[src/rtl/dma_rr_scheduler_pkg.sv]
// dma_sched_pkg: shared constants and state encoding for the DMA round-robin scheduler
package dma_sched_pkg;
    localparam int NCH  = 4;
    localparam int CH_W = 2;
    typedef enum logic [2:0] {
        IDLE = 3'b001,
        BUSY = 3'b010,
        GAP  = 3'b100
    } state_t;
endpackage

[src/rtl/dma_rr_scheduler_if.sv]
// dma_sched_if: scheduler-side bundle of channel requests, datapath beat feedback and grant/status outputs
//   req, ch_en  : per-channel request and enable (eligible = req & ch_en)
//   quota       : per-channel beat limit, channel i at [i*BURST_W +: BURST_W], 0 means 2^BURST_W
//   beat, last  : datapath beat completion and end-of-data qualifier
//   grant, busy : one-hot registered grant and its OR
//   done, timeout_err, err_ch : end-of-grant pulses and the last timed-out channel
interface dma_sched_if import dma_sched_pkg::*; #(parameter int BURST_W = 8);
    logic [NCH-1:0]         req;
    logic [NCH-1:0]         ch_en;
    logic [NCH*BURST_W-1:0] quota;
    logic                   beat;
    logic                   last;
    logic [NCH-1:0]         grant;
    logic                   busy;
    logic [NCH-1:0]         done;
    logic                   timeout_err;
    logic [CH_W-1:0]        err_ch;
    modport master (output req, ch_en, quota, beat, last,
                    input  grant, busy, done, timeout_err, err_ch);
    modport slave  (input  req, ch_en, quota, beat, last,
                    output grant, busy, done, timeout_err, err_ch);
endinterface

[src/rtl/dma_rr_scheduler_rr_pick4.sv]
// rr_pick4: combinational rotate-priority search over four requesters
//   eligible : candidate mask
//   ptr      : last served index; search starts at ptr+1
//   found    : any candidate present
//   idx      : first candidate at or after ptr+1 (mod 4)
module rr_pick4 import dma_sched_pkg::*; (
    input  logic [NCH-1:0]  eligible,
    input  logic [CH_W-1:0] ptr,
    output logic            found,
    output logic [CH_W-1:0] idx
);
    logic [CH_W-1:0] c;
    always_comb begin
        found = |eligible;
        idx   = '0;
        c     = '0;
        // walk from farthest to nearest so the nearest hit is the one left in idx
        for (int k = NCH; k >= 1; k--) begin
            c   = ptr + CH_W'(k);
            idx = eligible[c] ? c : idx;
        end
    end
endmodule

[src/rtl/dma_rr_scheduler.sv]
// dma_rr_scheduler: four-channel round-robin DMA grant scheduler with burst quotas and stall watchdog
//   clk, rst : clock and synchronous active-high reset
//   bus      : dma_sched_if slave side (requests/enables/quotas/beats in, grant/status out)
module dma_rr_scheduler import dma_sched_pkg::*; #(
    parameter int BURST_W = 8,
    parameter int TO_W    = 8
) (
    input  logic        clk,
    input  logic        rst,
    dma_sched_if.slave  bus
);
    state_t           state_q, state_d;
    logic [CH_W-1:0]  ptr_q, ptr_d;
    logic [CH_W-1:0]  g_q, g_d;
    logic [NCH-1:0]   grant_q, grant_d;
    logic [NCH-1:0]   done_q, done_d;
    logic             busy_q, busy_d;
    logic             to_q, to_d;
    logic [CH_W-1:0]  err_q, err_d;
    // one extra bit so a quota of 0 can stand for 2^BURST_W beats
    logic [BURST_W:0] cnt_q, cnt_d;
    logic [BURST_W:0] lim_q, lim_d;
    logic [TO_W-1:0]  wd_q, wd_d;

    logic [NCH-1:0]   elig;
    logic             found;
    logic [CH_W-1:0]  pick;
    logic [BURST_W-1:0] q_sel;
    logic [BURST_W:0] cnt_inc;
    logic [TO_W-1:0]  wd_inc;
    logic             end_last, end_quota, end_dis, end_to, end_ok;

    assign elig      = bus.req & bus.ch_en;
    assign q_sel     = bus.quota[pick*BURST_W +: BURST_W];
    assign cnt_inc   = cnt_q + 1'b1;
    assign wd_inc    = wd_q + 1'b1;
    assign end_last  = bus.beat && bus.last;
    assign end_quota = bus.beat && (cnt_inc == lim_q);
    assign end_dis   = !bus.ch_en[g_q];
    // watchdog expires on the idle cycle that would bring wd to all-ones
    assign end_to    = !bus.beat && (&wd_inc);
    assign end_ok    = end_last || end_quota;

    rr_pick4 u_pick (
        .eligible (elig),
        .ptr      (ptr_q),
        .found    (found),
        .idx      (pick)
    );

    always_comb begin
        state_d = state_q;
        ptr_d   = ptr_q;
        g_d     = g_q;
        grant_d = grant_q;
        cnt_d   = cnt_q;
        lim_d   = lim_q;
        wd_d    = wd_q;
        done_d  = '0;
        to_d    = 1'b0;
        err_d   = err_q;
        unique case (state_q)
            IDLE: if (found) begin
                state_d = BUSY;
                g_d     = pick;
                grant_d = NCH'(1) << pick;
                cnt_d   = '0;
                lim_d   = (q_sel == '0) ? {1'b1, {BURST_W{1'b0}}} : {1'b0, q_sel};
                wd_d    = '0;
            end
            BUSY: begin
                cnt_d = bus.beat ? cnt_inc : cnt_q;
                wd_d  = bus.beat ? '0 : wd_inc;
                if (end_ok || end_dis || end_to) begin
                    state_d = GAP;
                    grant_d = '0;
                    ptr_d   = g_q;
                    done_d  = end_ok ? grant_q : '0;
                    to_d    = !end_ok && !end_dis;
                    err_d   = (!end_ok && !end_dis) ? g_q : err_q;
                end
            end
            GAP:     state_d = IDLE;
            default: state_d = IDLE;
        endcase
        busy_d = |grant_d;
    end

    always_ff @(posedge clk) begin
        if (rst) begin
            state_q <= IDLE;
            ptr_q   <= CH_W'(NCH - 1);
            g_q     <= '0;
            grant_q <= '0;
            done_q  <= '0;
            busy_q  <= 1'b0;
            to_q    <= 1'b0;
            err_q   <= '0;
            cnt_q   <= '0;
            lim_q   <= '0;
            wd_q    <= '0;
        end else begin
            state_q <= state_d;
            ptr_q   <= ptr_d;
            g_q     <= g_d;
            grant_q <= grant_d;
            done_q  <= done_d;
            busy_q  <= busy_d;
            to_q    <= to_d;
            err_q   <= err_d;
            cnt_q   <= cnt_d;
            lim_q   <= lim_d;
            wd_q    <= wd_d;
        end
    end

    assign bus.grant       = grant_q;
    assign bus.busy        = busy_q;
    assign bus.done        = done_q;
    assign bus.timeout_err = to_q;
    assign bus.err_ch      = err_q;
endmodule
[src/flat_wrapper.sv]
// flat-port wrapper written by rule: the top's interface ports become plain ports
module dma_rr_scheduler_flat import dma_sched_pkg::*;
#(
    parameter int BURST_W = 8,
    parameter int TO_W    = 8
)
  (clk, rst, bus_req, bus_ch_en, bus_quota, bus_beat, bus_last, bus_grant, bus_busy, bus_done, bus_timeout_err, bus_err_ch);
  dma_sched_if #(.BURST_W(BURST_W)) bus_i ();
  input  logic clk;
  input  logic rst;
  input wire logic [$bits(bus_i.req)-1:0] bus_req;
  input wire logic [$bits(bus_i.ch_en)-1:0] bus_ch_en;
  input wire logic [$bits(bus_i.quota)-1:0] bus_quota;
  input wire logic [$bits(bus_i.beat)-1:0] bus_beat;
  input wire logic [$bits(bus_i.last)-1:0] bus_last;
  output wire logic [$bits(bus_i.grant)-1:0] bus_grant;
  output wire logic [$bits(bus_i.busy)-1:0] bus_busy;
  output wire logic [$bits(bus_i.done)-1:0] bus_done;
  output wire logic [$bits(bus_i.timeout_err)-1:0] bus_timeout_err;
  output wire logic [$bits(bus_i.err_ch)-1:0] bus_err_ch;
  assign bus_i.req = bus_req;
  assign bus_i.ch_en = bus_ch_en;
  assign bus_i.quota = bus_quota;
  assign bus_i.beat = bus_beat;
  assign bus_i.last = bus_last;
  assign bus_grant = bus_i.grant;
  assign bus_busy = bus_i.busy;
  assign bus_done = bus_i.done;
  assign bus_timeout_err = bus_i.timeout_err;
  assign bus_err_ch = bus_i.err_ch;
  dma_rr_scheduler #(.BURST_W(BURST_W), .TO_W(TO_W)) u_core (.clk(clk), .rst(rst), .bus(bus_i));
endmodule
[config.mk]
export PLATFORM = sky130hd
export DESIGN_NAME = dma_rr_scheduler_flat
export DESIGN_NICKNAME = d
export VERILOG_FILES = /design/src/rtl/dma_rr_scheduler_pkg.sv /design/src/rtl/dma_rr_scheduler_if.sv /design/src/rtl/dma_rr_scheduler_rr_pick4.sv /design/src/rtl/dma_rr_scheduler.sv /design/src/flat_wrapper.sv
export SDC_FILE = /design/constraint.sdc
export NUM_CORES = 1
export LEC_CHECK = 0
export CORE_ASPECT_RATIO = 0.8
export CORE_MARGIN = 2
export CORE_UTILIZATION = 35
export CTS_CLUSTER_DIAMETER = 200
export DETAILED_ROUTE_END_ITERATION = 10
export GPL_ROUTABILITY_DRIVEN = 0
export PLACE_DENSITY = 0.62
export SLEW_MARGIN = 20
export SYNTH_ARGS = -nofsm -noshare
export SYNTH_HDL_FRONTEND = slang
export SYNTH_SLANG_ARGS = --single-unit
[constraint.sdc]
create_clock -name clk -period 6.5 [get_ports clk]
set_input_delay 0.975 -clock clk [delete_from_list [all_inputs] [get_ports clk]]
set_output_delay 0.975 -clock clk [all_outputs]
set_load 0.02 [all_outputs]
## Yosys cells after proc, flatten, opt, wreduce, memory -nomap -nowiden

Cells that the tools add are included.

| word-level totals | value |
|---|---|
| flip-flop bits (word level) | 45 |
| input bits | 44 |

| cells by class | value |
|---|---|
| add/subtract/negate cells | 5 |
| order comparisons | 5 |
| equal/unequal tests | 6 |
| shift operators | 2 |
| mux-type cells | 27 |
| bitwise operators | 4 |
| reduce and logical (&&, ||, !) cells | 23 |

Operators by type and width:

| kind | number |
|---|---|
| $shiftx 32x6->8 | 1 |
| $mux 9 | 3 |
| $pmux 9 s2 | 1 |
| $mux 8 | 2 |
| $pmux 8 s2 | 1 |
| $lt 2x3->1 const B | 5 |
| $reduce_or 4->1 | 3 |
| $bmux 1 s2 | 5 |
| $add 9x1->9 const B | 1 |
| $eq 9x9->1 | 1 |
| $add 8x1->8 const B | 1 |
| $logic_not 8->1 | 1 |
| $mux 2 | 4 |
| $mux 4 | 2 |
| $pmux 4 s2 | 1 |
| $reduce_and 2->1 | 4 |
| $reduce_and 8->1 | 1 |
| $mux 3 | 2 |
| $pmux 3 s2 | 1 |
| $reduce_and 3->1 | 2 |
| $mux 1 | 5 |
| $add 2x2->2 const B | 2 |
| $and 4x4->4 | 1 |
| $logic_and 1x1->1 | 4 |
| other kinds (11) | 18 |

## Logic depth before layout (Yosys ltp)

Gate-level depths: netlist of the first run.

| depth | value |
|---|---|
| word-level depth | 11 |
| mapped depth | 8 |
| depth with buffers taken out | 8 |

## Modules after synthesis

From an unflattened synthesis of the first run, not the netlist that was laid out.

| unflattened totals | value |
|---|---|
| cell total of the unflattened synthesis | 302 |
| area total of the unflattened synthesis | 2598.7 µm² |

By module, submodules not included:

| module | instances | cells each | area an instance (µm²) |
|---|---|---|---|
| dma_rr_scheduler | 1 | 288 | 2507.4 |
| rr_pick4 | 1 | 14 | 91.3 |

## Worst setup path before layout of the first run

OpenSTA, ideal clock, no wires.

| timing | value |
|---|---|
| path type | input port to flip-flop |
| from | in bus_req[1] |
| to | reg u_core.lim_q[7] |
| setup time | 0.132 ns |
| arrival time | 2.241 ns |
| required time | 6.368 ns |
| path slack | 4.127 ns |
| stages on the path | 6 |
| buffers on the path | 0 |
| path through | and3b_1 -> o211a_1 -> nor2_1 -> mux2_2 -> o211ai_1 -> a21oi_1 |

| on the way | value |
|---|---|
| longest elaborated chain between the ends | 10 |
| elaborated cells between the ends (all ways) | 18 |

RTL lines:

| what | RTL line | text |
|---|---|---|
| start: declaration | flat_wrapper.sv:11 | `input wire logic [$bits(bus_i.req)-1:0] bus_req;` |
| $and 4x4->4 * | dma_rr_scheduler.sv:33 | `assign elig = bus.req & bus.ch_en;` |
| $bmux 1 s2 | dma_rr_scheduler_rr_pick4.sv:20 | `idx = eligible[c] ? c : idx;` |
| $mux 1 (not written as such) | dma_rr_scheduler_rr_pick4.sv:20 |  |
| $mux 2 (4 in series) | dma_rr_scheduler_rr_pick4.sv:20 |  |
| $shiftx 32x6->8 | dma_rr_scheduler.sv:34 | `assign q_sel = bus.quota[pick*BURST_W +: BURST_W];` |
| $logic_not 8->1 | dma_rr_scheduler.sv:68 | `lim_d = (q_sel == '0) ? {1'b1, {BURST_W{1'b0}}} : {1'b0, q_sel};` |
| $mux 9 | dma_rr_scheduler.sv:68 |  |
| end signal: assignment | dma_rr_scheduler.sv:112 | `lim_q <= lim_d;` |
| end: declaration | dma_rr_scheduler.sv:22 | `logic [BURST_W:0] lim_q, lim_d;` |

Every way passes the cells marked *; elsewhere a longest branch is shown, timed or not. The select of a mux whose other input is x is not followed.
A chain may end at the register's enable or synchronous reset.

## Worst setup path in the final report of the first run

| timing | value |
|---|---|
| from | in bus_ch_en[3] |
| to | reg u_core.lim_q[8] |

| on the way | value |
|---|---|
| longest elaborated chain between the ends | 10 |
| elaborated cells between the ends (all ways) | 18 |

RTL lines:

| what | RTL line | text |
|---|---|---|
| start: declaration | flat_wrapper.sv:12 | `input wire logic [$bits(bus_i.ch_en)-1:0] bus_ch_en;` |
| $and 4x4->4 * | dma_rr_scheduler.sv:33 |  |
| $bmux 1 s2 | dma_rr_scheduler_rr_pick4.sv:20 |  |
| $mux 1 (not written as such) | dma_rr_scheduler_rr_pick4.sv:20 |  |
| $mux 2 (4 in series) | dma_rr_scheduler_rr_pick4.sv:20 |  |
| $shiftx 32x6->8 | dma_rr_scheduler.sv:34 |  |
| $logic_not 8->1 | dma_rr_scheduler.sv:68 |  |
| $mux 9 | dma_rr_scheduler.sv:68 |  |

Marks and branches as above.

==> results.json, run 1 <==
{
  "grt_setup_unrepaired": "no",
  "numCtsBuffers": 5,
  "detailedRoute.firstPassIterationCount": 4,
  "tns_ns": 0,
  "start_util": 0.3664,
  "status": "finished, final reports clean",
  "design_area_mm2": 0.003460,
  "power.switching_w": 0.0002111,
  "cp_max_fo": 19,
  "diodes": 0,
  "leakagePower_nw": 1.197,
  "worst-endpoint-arrival_ns": 3.63,
  "synth_cells": 359,
  "drv_cap": 0,
  "rr_endpoint": "u_core.ptr_q[1]",
  "fin_skew_ns": 0.007311,
  "p_seq_frac": 0.462,
  "critPathCapture": "u_core.lim_q[8]",
  "yosys.area.top_type_share": 0.3264,
  "hp-class": "reg2reg",
  "placed_cell_area_mm2": 0.003363,
  "p_per_area_mw_per_mm2": 190.5,
  "dp_hpwl_um": 6005,
  "worstMarginPinSlew_ns": 1.035,
  "die_width_um": 103.3,
  "start_kind": "primary input",
  "insertion_delay_ns": 0.30,
  "slowest_stage": "nor2_1",
  "hold_violations": 0,
  "clk_pin_slew_worst_paths_ns": 0.09,
  "mostFrequentLayoutCells": "55 x clkdlybuf4s50_1, 45 x dfxtp_1, 43 x a21oi_1",
  "grt_use_total": 0.1864,
  "wl_per_cell_um": 15.74,
  "max_freq_mhz": 293.7,
  "yosys_warnings": 0,
  "synth_edf_count": 0,
  "num_vias": 2852,
  "yosysSeqAreaShare": 0.3264,
  "rr_worst_depth": 7,
  "h-tree-depth": 2,
  "drc": 0,
  "grt_pass1_vias": 2559,
  "grt_pass1_wl_um": 12830,
  "overflow": 0,
  "antenna_found_initial": 0,
  "post_cts_buffers": 0,
  "hold_slack_ns": 0.4727,
  "pwr-share-comb": 0.251,
  "postSynth.asyncResetShare": 0,
  "r2r_slack_ns": 3.79,
  "synth_area_leader_cell": "dfxtp_1",
  "synth.distinct_cells": 54,
  "synth.ff_latch_count": 45,
  "cts_tree": "yes",
  "required_ns": 6.72,
  "setup_violations": 0,
  "syn-cell-area_mm2": 0.002760,
  "area_growth_syn_to_layout_pct": 25.34,
  "synthFlopType": "dfxtp_1",
  "die_y_um": 83.43,
  "routed_wl_um": 8011,
  "synth_nets": 406,
  "crit_path_end_kind": "flop",
  "root_buffer": "clkbuf_8",
  "period_minus_slack_ns": 3.405,
  "cts_sinks": 45,
  "critPathKind": "in2reg",
  "via_per_inst": 5.603,
  "p_sw_frac": 0.3203,
  "port_buffers": 55,
  "p_int_w": 0.0004479,
  "grt_max_degree": 35,
  "holdBufCountCts": 0,
  "io_pins": 56,
  "ant_nets": 0,
  "cts.path.max_buffers": 2,
  "slew_violations": 0,
  "cpPeakStageDelay_ns": 0.66,
  "dieArea_mm2": 0.008617,
  "dr.first_iter.drc_count": 131,
  "final_common_cell": "clkdlybuf4s50_1",
  "num_rows": 28,
  "r2r_start": "u_core.cnt_q[0]",
  "min_period_over_period": 0.5238,
  "cts_resized": 0,
  "synthTopCellsByArea": "dfxtp_1 33%, a21oi_1 7.8%, o21ai_0 6.3%",
  "crit_chain": "clkdlybuf4s50_1 > a22o_1 > o21ai_0 > nor2_1 > nand3_1 > a2bb2oi_1 > o31ai_1",
  "maxSlewHeadroom": 0.3103,
  "drive_above_1_share": 0.04950,
  "final_nets": 450,
  "max-vdd-ir-drop_mv": 0.08922,
  "min_path_cells": 2,
  "cp-startpoint": "bus_ch_en[3]",
  "design.core.area_mm2": 0.007532,
  "pwr-share-clk": 0.287,
  "avgSynthCellArea_um2": 7.688
}
## cells in the mapped netlist (2+ instances only)
master / n
nand3_1: 27
o31ai_1: 2
buf_6: 2
nand2b_1: 4
and3_1: 5
xor2_1: 6
nand4b_1: 3
a22o_1: 4
or3_1: 3
a31oi_1: 2
o211a_1: 2
nor3_1: 11
o21ai_0: 35
nor4_1: 8
nand2_1: 26
or4_1: 5
a211oi_1: 3
mux2i_1: 3
o2111ai_1: 2
a2111oi_2: 2
buf_2: 3
inv_1: 10
xnor2_1: 8
nand4_1: 3
a21o_1: 3
ha_1: 3
o211ai_1: 8
o31a_1: 2
a21oi_1: 43
and4_1: 2
dfxtp_1: 45
nor2_1: 35
o2bb2ai_1: 2
clkbuf_1: 14
a22oi_1: 2
nor3b_1: 2
and2_1: 2
## per-stage QoR
stage | worst slack [ns] | power (W) | utilization | instances
finish | 3.095 | 0.0006589 | 0.4593 | 509
global route | 2.881 | 0.0006947 | 0.4593 | 509
CTS | 3.154 | 0.0006620 | 0.4593 | 509
detailed placement | 2.818 | 0.0004748 | 0.4465 | 501
global placement | 2.926 | 0.0004723 | 0.4465 | 501
floorplan | 4.127 | 0.0004075 | - | 359
## how the worst min path moves through the flow
stage | start | end | slack (ns)
after floorplan | u_core.lim_q[5] | u_core.lim_q[5] | 0.45
after global placement | u_core.lim_q[1] | u_core.lim_q[1] | 0.46
after detailed placement | u_core.lim_q[6] | u_core.lim_q[6] | 0.47
after CTS | u_core.lim_q[6] | u_core.lim_q[6] | 0.48
after global routing | u_core.lim_q[0] | u_core.lim_q[0] | 0.49
final | u_core.lim_q[1] | u_core.lim_q[1] | 0.47
## state kept, by name, summed over array words and instances, names as in the netlist
name	cells
u_core.cnt_q	9
u_core.lim_q	9
u_core.wd_q	8
u_core.bus.done	4
u_core.bus.grant	4
u_core.state_q	3
u_core.bus.err_ch	2
u_core.g_q	2
u_core.ptr_q	2
u_core.bus.busy	1
u_core.bus.timeout_err	1
## metal layers
layer / track usage / wire length, um
met2: 0.2786 / 3563
met1: 0.2704 / 3985
met3: 0.04545 / 409
met4: 0.03828 / 53
met5: 0 / 0
## final cells by class
cell class	count	area (um^2)
timing repair buffer	57	565.5
clock buffer	6	82.58
multi-input combinational	284	1728
fill	761	4073
clock inverter	2	13.76
tap	105	131.4
inverter	10	37.54
sequential	45	900.9
## power by group through the flow
stage	registers [W]	logic, W	clock network, W
floorplan	0.000310	0.0000976	0
global placement	0.000311	0.000162	0
detailed placement	0.000311	0.000164	0
CTS	0.000304	0.000165	0.000193
global route	0.000307	0.000181	0.000207
finish	0.000304	0.000166	0.000189
## logic make-up (layout without fill, tap and decap cells)
family                   Yosys count  after routing  share of synthesized area
XOR/XNOR                          15             15                    0.05304
flip-flops                        45             45                     0.3264
buffers and inverters             30             75                    0.04760
adder cells (fa/ha/maj)            3              3                    0.01360
AND/OR/NAND/NOR                  141            141                     0.2584
multiplexers                       5              5                    0.02312
AO/OA/AOI/OAI                    120            120                     0.2779
## critical path: cells and delay by family
family	cells	cell delay, ns
buffers and inverters	1	0.55
AO/OA/AOI/OAI	4	1.21
AND/OR/NAND/NOR	2	0.90
Power figures use the tool's default switching activity.
==> inputs of run 2 (changes only) <==
- PLACE_DENSITY: 0.62 -> 0.64
- clock period: 6.5 -> 2.9 ns (I/O delays scaled with it)
==> run 2 against run 1 <==
  * Flip-flop and latch count is the same
  * Die area is the same
  * Critical path depth did not move
  * Total power grew 120%
  * Worst setup slack worse by 2.7 ns
  * Clock skew increased by 0.0050 ns
  * Register-to-register slack worse by 3.4 ns
  * Sequential power up 120%
  * Sequential share of layout area shrank 0.34 points
  * Clock-buffer cell count shrank 1
  * First-iteration DRC count rose by 24%
  * Largest power group unchanged
==> results.json, run 2 (synthesis gave the netlist of run 1 again) <==
{
  "cts_tree": "yes",
  "antenna_found_initial": 0,
  "overflow": 0,
  "cts.path.max_buffers": 2,
  "grt_pass1_vias": 2520,
  "start_kind": "flop",
  "required_ns": 3.10,
  "worst-endpoint-arrival_ns": 2.68,
  "cts_resized": 0,
  "routed_wl_um": 7616,
  "hold_violations": 0,
  "crit_family": "compound AO/OA/AOI/OAI gates",
  "fin_skew_ns": 0.01234,
  "worstMarginPinSlew_ns": 0.8148,
  "slew_violations": 0,
  "clk_pin_slew_worst_paths_ns": 0.09,
  "crit_chain": "ha_1 > nand3_1 > xnor2_1 > nand4_1 > a2111oi_2 > o21ai_2 > a22o_1",
  "post_cts_buffers": 0,
  "holdBufCountCts": 0,
  "dr.first_iter.drc_count": 163,
  "p_per_area_mw_per_mm2": 419.2,
  "grt_setup_unrepaired": "no",
  "grt_pass1_wl_um": 12620,
  "drive_above_1_share": 0.06569,
  "period_minus_slack_ns": 2.483,
  "maxSlewHeadroom": 0.4544,
  "crit_path_end_kind": "flop",
  "cp_max_fo": 9,
  "drc": 0,
  "root_buffer": "clkbuf_8",
  "leakagePower_nw": 1.225,
  "hold_slack_ns": 0.4704,
  "status": "finished, final reports clean",
  "reg.largest.list": "u_core.cnt_q (9), u_core.lim_q (9), u_core.wd_q (8)",
  "slowest_stage": "dfxtp_1",
  "drv_cap": 0,
  "via_per_inst": 5.527,
  "dp_hpwl_um": 5793,
  "critPathKind": "reg2reg",
  "setup_violations": 0,
  "crit_buf_inv": 0,
  "grt_max_degree": 32,
  "mostFrequentLayoutCells": "55 x clkdlybuf4s50_1, 45 x dfxtp_1, 43 x a21oi_1",
  "grt_use_total": 0.1824,
  "die_y_um": 83.43,
  "max-vdd-ir-drop_mv": 0.2471,
  "tns_ns": 0,
  "final_common_cell": "clkdlybuf4s50_1",
  "min_period_over_period": 0.8563,
  "num_rows": 28,
  "ant_nets": 0,
  "detailedRoute.firstPassIterationCount": 5,
  "hp-class": "reg2reg",
  "cts_sinks": 45,
  "design.core.area_mm2": 0.007532,
  "start_util": 0.3664,
  "rr_worst_depth": 7,
  "insertion_delay_ns": 0.31,
  "max_freq_mhz": 402.7,
  "path_depth": 7,
  "port_buffers": 55,
  "io_pins": 56,
  "die_width_um": 103.3,
  "wl_per_cell_um": 14.76,
  "h-tree-depth": 2,
  "final_nets": 457,
  "num_vias": 2852,
  "dieArea_mm2": 0.008617,
  "cpPeakStageDelay_ns": 0.50,
  "area_growth_syn_to_layout_pct": 27.02,
  "diodes": 0,
  "numCtsBuffers": 5,
  "min_path_cells": 2
}
-- run 2: worst paths after layout --
path	start	slack (ns)	to
worst max register to register	u_core.cnt_q[0]	0.42	u_core.bus.grant[0]
worst max-delay path	u_core.cnt_q[0]	0.42	u_core.bus.grant[0]
worst min register to register	u_core.bus.grant[0]	0.47	u_core.bus.done[0]
worst min-delay path	u_core.bus.grant[0]	0.47	u_core.bus.done[0]
-- run 2: where the power goes --
group          internal (W)  leakage [nW]  total, W  switching (W)
combinational      0.000172         0.815  0.000385       0.000214
sequential         0.000650         0.365  0.000680      0.0000302
clock              0.000171        0.0445  0.000404       0.000233
total              0.000993          1.22   0.00147       0.000477
-- run 2: area by class of cell --
class	count	area, um^2
Inverter	10	37.54
Tap cell	105	131.4
Fill cell	756	4026
Multi-Input combinational cell	284	1728
Timing Repair Buffer	64	618.1
Clock inverter	3	21.27
Sequential cell	45	900.9
Clock buffer	5	68.82
-- run 2: per-layer routing --
layer | up-vias | track usage | wire length [um]
met5 | - | 0 | 0
met4 | 0 | 0.04187 | 78
met3 | 9 | 0.03535 | 326
met2 | 61 | 0.2698 | 3306
met1 | 1348 | 0.2709 | 3905
li1 | 1434 | - | -
-- run 2: stage by stage --
stage	cell area (um^2)	setup slack [ns]	util	instances	power (W)
floorplan	2760	0.8302	-	359	0.0009133
global placement	3416	0.4345	0.4535	508	0.001073
detailed placement	3416	0.3591	0.4535	508	0.001076
CTS	3506	0.4258	0.4654	516	0.001477
global route	3506	0.2090	0.4654	516	0.001547
finish	3506	0.4168	0.4654	516	0.001470
-- run 2: worst register-to-register path, stage by stage (launching register included) --
cell and delay [ns]:
dfxtp_1 0.50, ha_1 0.38, nand3_1 0.21, xnor2_1 0.21, nand4_1 0.26, a2111oi_2 0.44, o21ai_2 0.14, a22o_1 0.24
==> patch (settings of run 2) <==
`TO_W` is set to 8 in 2 places; all go to 12.
--- a/src/rtl/dma_rr_scheduler.sv
+++ b/src/rtl/dma_rr_scheduler.sv
@@ -5,3 +5,3 @@
     parameter int BURST_W = 8,
-    parameter int TO_W    = 8
+    parameter int TO_W    = 12
 ) (
--- a/src/flat_wrapper.sv
+++ b/src/flat_wrapper.sv
@@ -4,3 +4,3 @@
     parameter int BURST_W = 8,
-    parameter int TO_W    = 8
+    parameter int TO_W    = 12
 )
Function: same outputs for any inputs over 10 cycles, from zero or initial values and one cycle with rst high; that may be too few to reach the edited logic, so the function may still have changed.
==> patch against run 2 <==
- critical path depth stayed put
- clock power is 25% higher
- die area up 8.2%
- total power up 13%
- final area up 7.5%
- first-iteration DRC count fell by 6.1%
- global-route usage shrank 0.32 points
- sequential cell count increased by 4
- utilization fell by 1.7 points
- routed wire length rose by 5.4%
- setup slack got worse by 0.17 ns
- area after synthesis is 8.6% higher
- sequential share of layout area rose by 0.34 points
- largest cell class unchanged
- largest power group unchanged
- highest routed layer unchanged
==> patch: results (changes against run 2) <==
- Run status: completed
- Number of nets in the finished design: 484 (+5.9%)
- Synthesized area per cell: 7.75 um2 (+0.75%)
- Met2 wirelength from detailed routing: 3500 um (+6.0%)
- Largest fanout on the critical path: 7 (-2)
- Number of global-route vias before repair: 2815 (+12%)
- Number of multi-input logic gates: 298 (+4.9%)
- GRT Util Overall: 0.179 (-0.00321)
- Slew at the pin closest to its max-slew limit: 0.704 ns (-0.111 ns)
- Filler Cell Count: 880 (+16%)
- Routed wirelength normalized by instance count: 14.6 um (-1.1%)
- Sequential share of the synthesized area: 0.327 (+0.000829)
- DRC violation total after the first TritonRoute iteration: 153 (-6.1%)
- Maximum number of pins on one net before global-route repair: 20 (-38%)
- Wire length of the first global-routing pass: 13500 um (+6.6%)
- Num sequential: 49 (+8.9%)
- Dpl hpwl: 6170 um (+6.4%)
- Power Internal: 1150 uW (+16%)
- Count of plain and timing-repair buffers: 65 (+1.6%)
- Global routing usage on met1: 0.253 (-0.0179)
- Slowest CP cell: or3_1
- Worst setup path end: u_core.ptr_q[0]
- Clock network share of area: 0.0296 (+0.00386)
- CLK BUF: 6 (+1)
- Registers with the highest flip-flop counts: u_core.wd_q x12, u_core.cnt_q x9, u_core.lim_q x9
- First-pass iteration count of the detailed router: 4 (-1)
## patch: changes by cell type after synthesis, moves of 5 or more
cell / delta
a21oi_1: -12
inv_1: +8
a311o_1: +8
nor3_1: -7
o211ai_1: -6
nand3_1: -11
a211oi_1: +18
nor4_1: +5
a311oi_1: +5
nor2_1: +11
o21ai_0: -20
buf_4: +5
nand2_1: +25
## patch: per-stage QoR
| step | power [uW] | hold slack [ns] | utilization | instances | setup slack [ns] |
|---|---|---|---|---|---|
| after floorplan | 999 | 0.448 | - | 387 | 0.702 |
| after global placement | 1150 | 0.468 | 0.435 | 542 | 0.202 |
| after detailed placement | 1160 | 0.468 | 0.435 | 542 | 0.159 |
| after CTS | 1660 | 0.481 | 0.448 | 550 | 0.289 |
| after global routing | 1740 | 0.509 | 0.448 | 550 | 0.0186 |
| final | 1650 | 0.478 | 0.448 | 550 | 0.252 |
## patch: worst min path at each step
stage | from | endpoint | slack, ns | cells after the start
2_1_floorplan | u_core.lim_q[0] | u_core.lim_q[0] | 0.45 | 2
3_3_place_gp | u_core.lim_q[1] | u_core.lim_q[1] | 0.47 | 2
3_5_place_dp | u_core.lim_q[1] | u_core.lim_q[1] | 0.47 | 2
4_1_cts | u_core.lim_q[1] | u_core.lim_q[1] | 0.48 | 2
5_1_grt | u_core.wd_q[11] | u_core.wd_q[11] | 0.51 | 2
6_report | u_core.lim_q[0] | u_core.lim_q[0] | 0.48 | 2
## patch: cells by family after synthesis
kind of cell / count (synthesis) / share of synthesized area
AO/OA/AOI/OAI: 112 / 0.275
buffers and inverters: 40 / 0.0584
AND/OR/NAND/NOR: 167 / 0.273
multiplexers: 6 / 0.0246
flip-flops: 49 / 0.327
XOR/XNOR: 10 / 0.0292
adder cells (fa/ha/maj): 3 / 0.0125
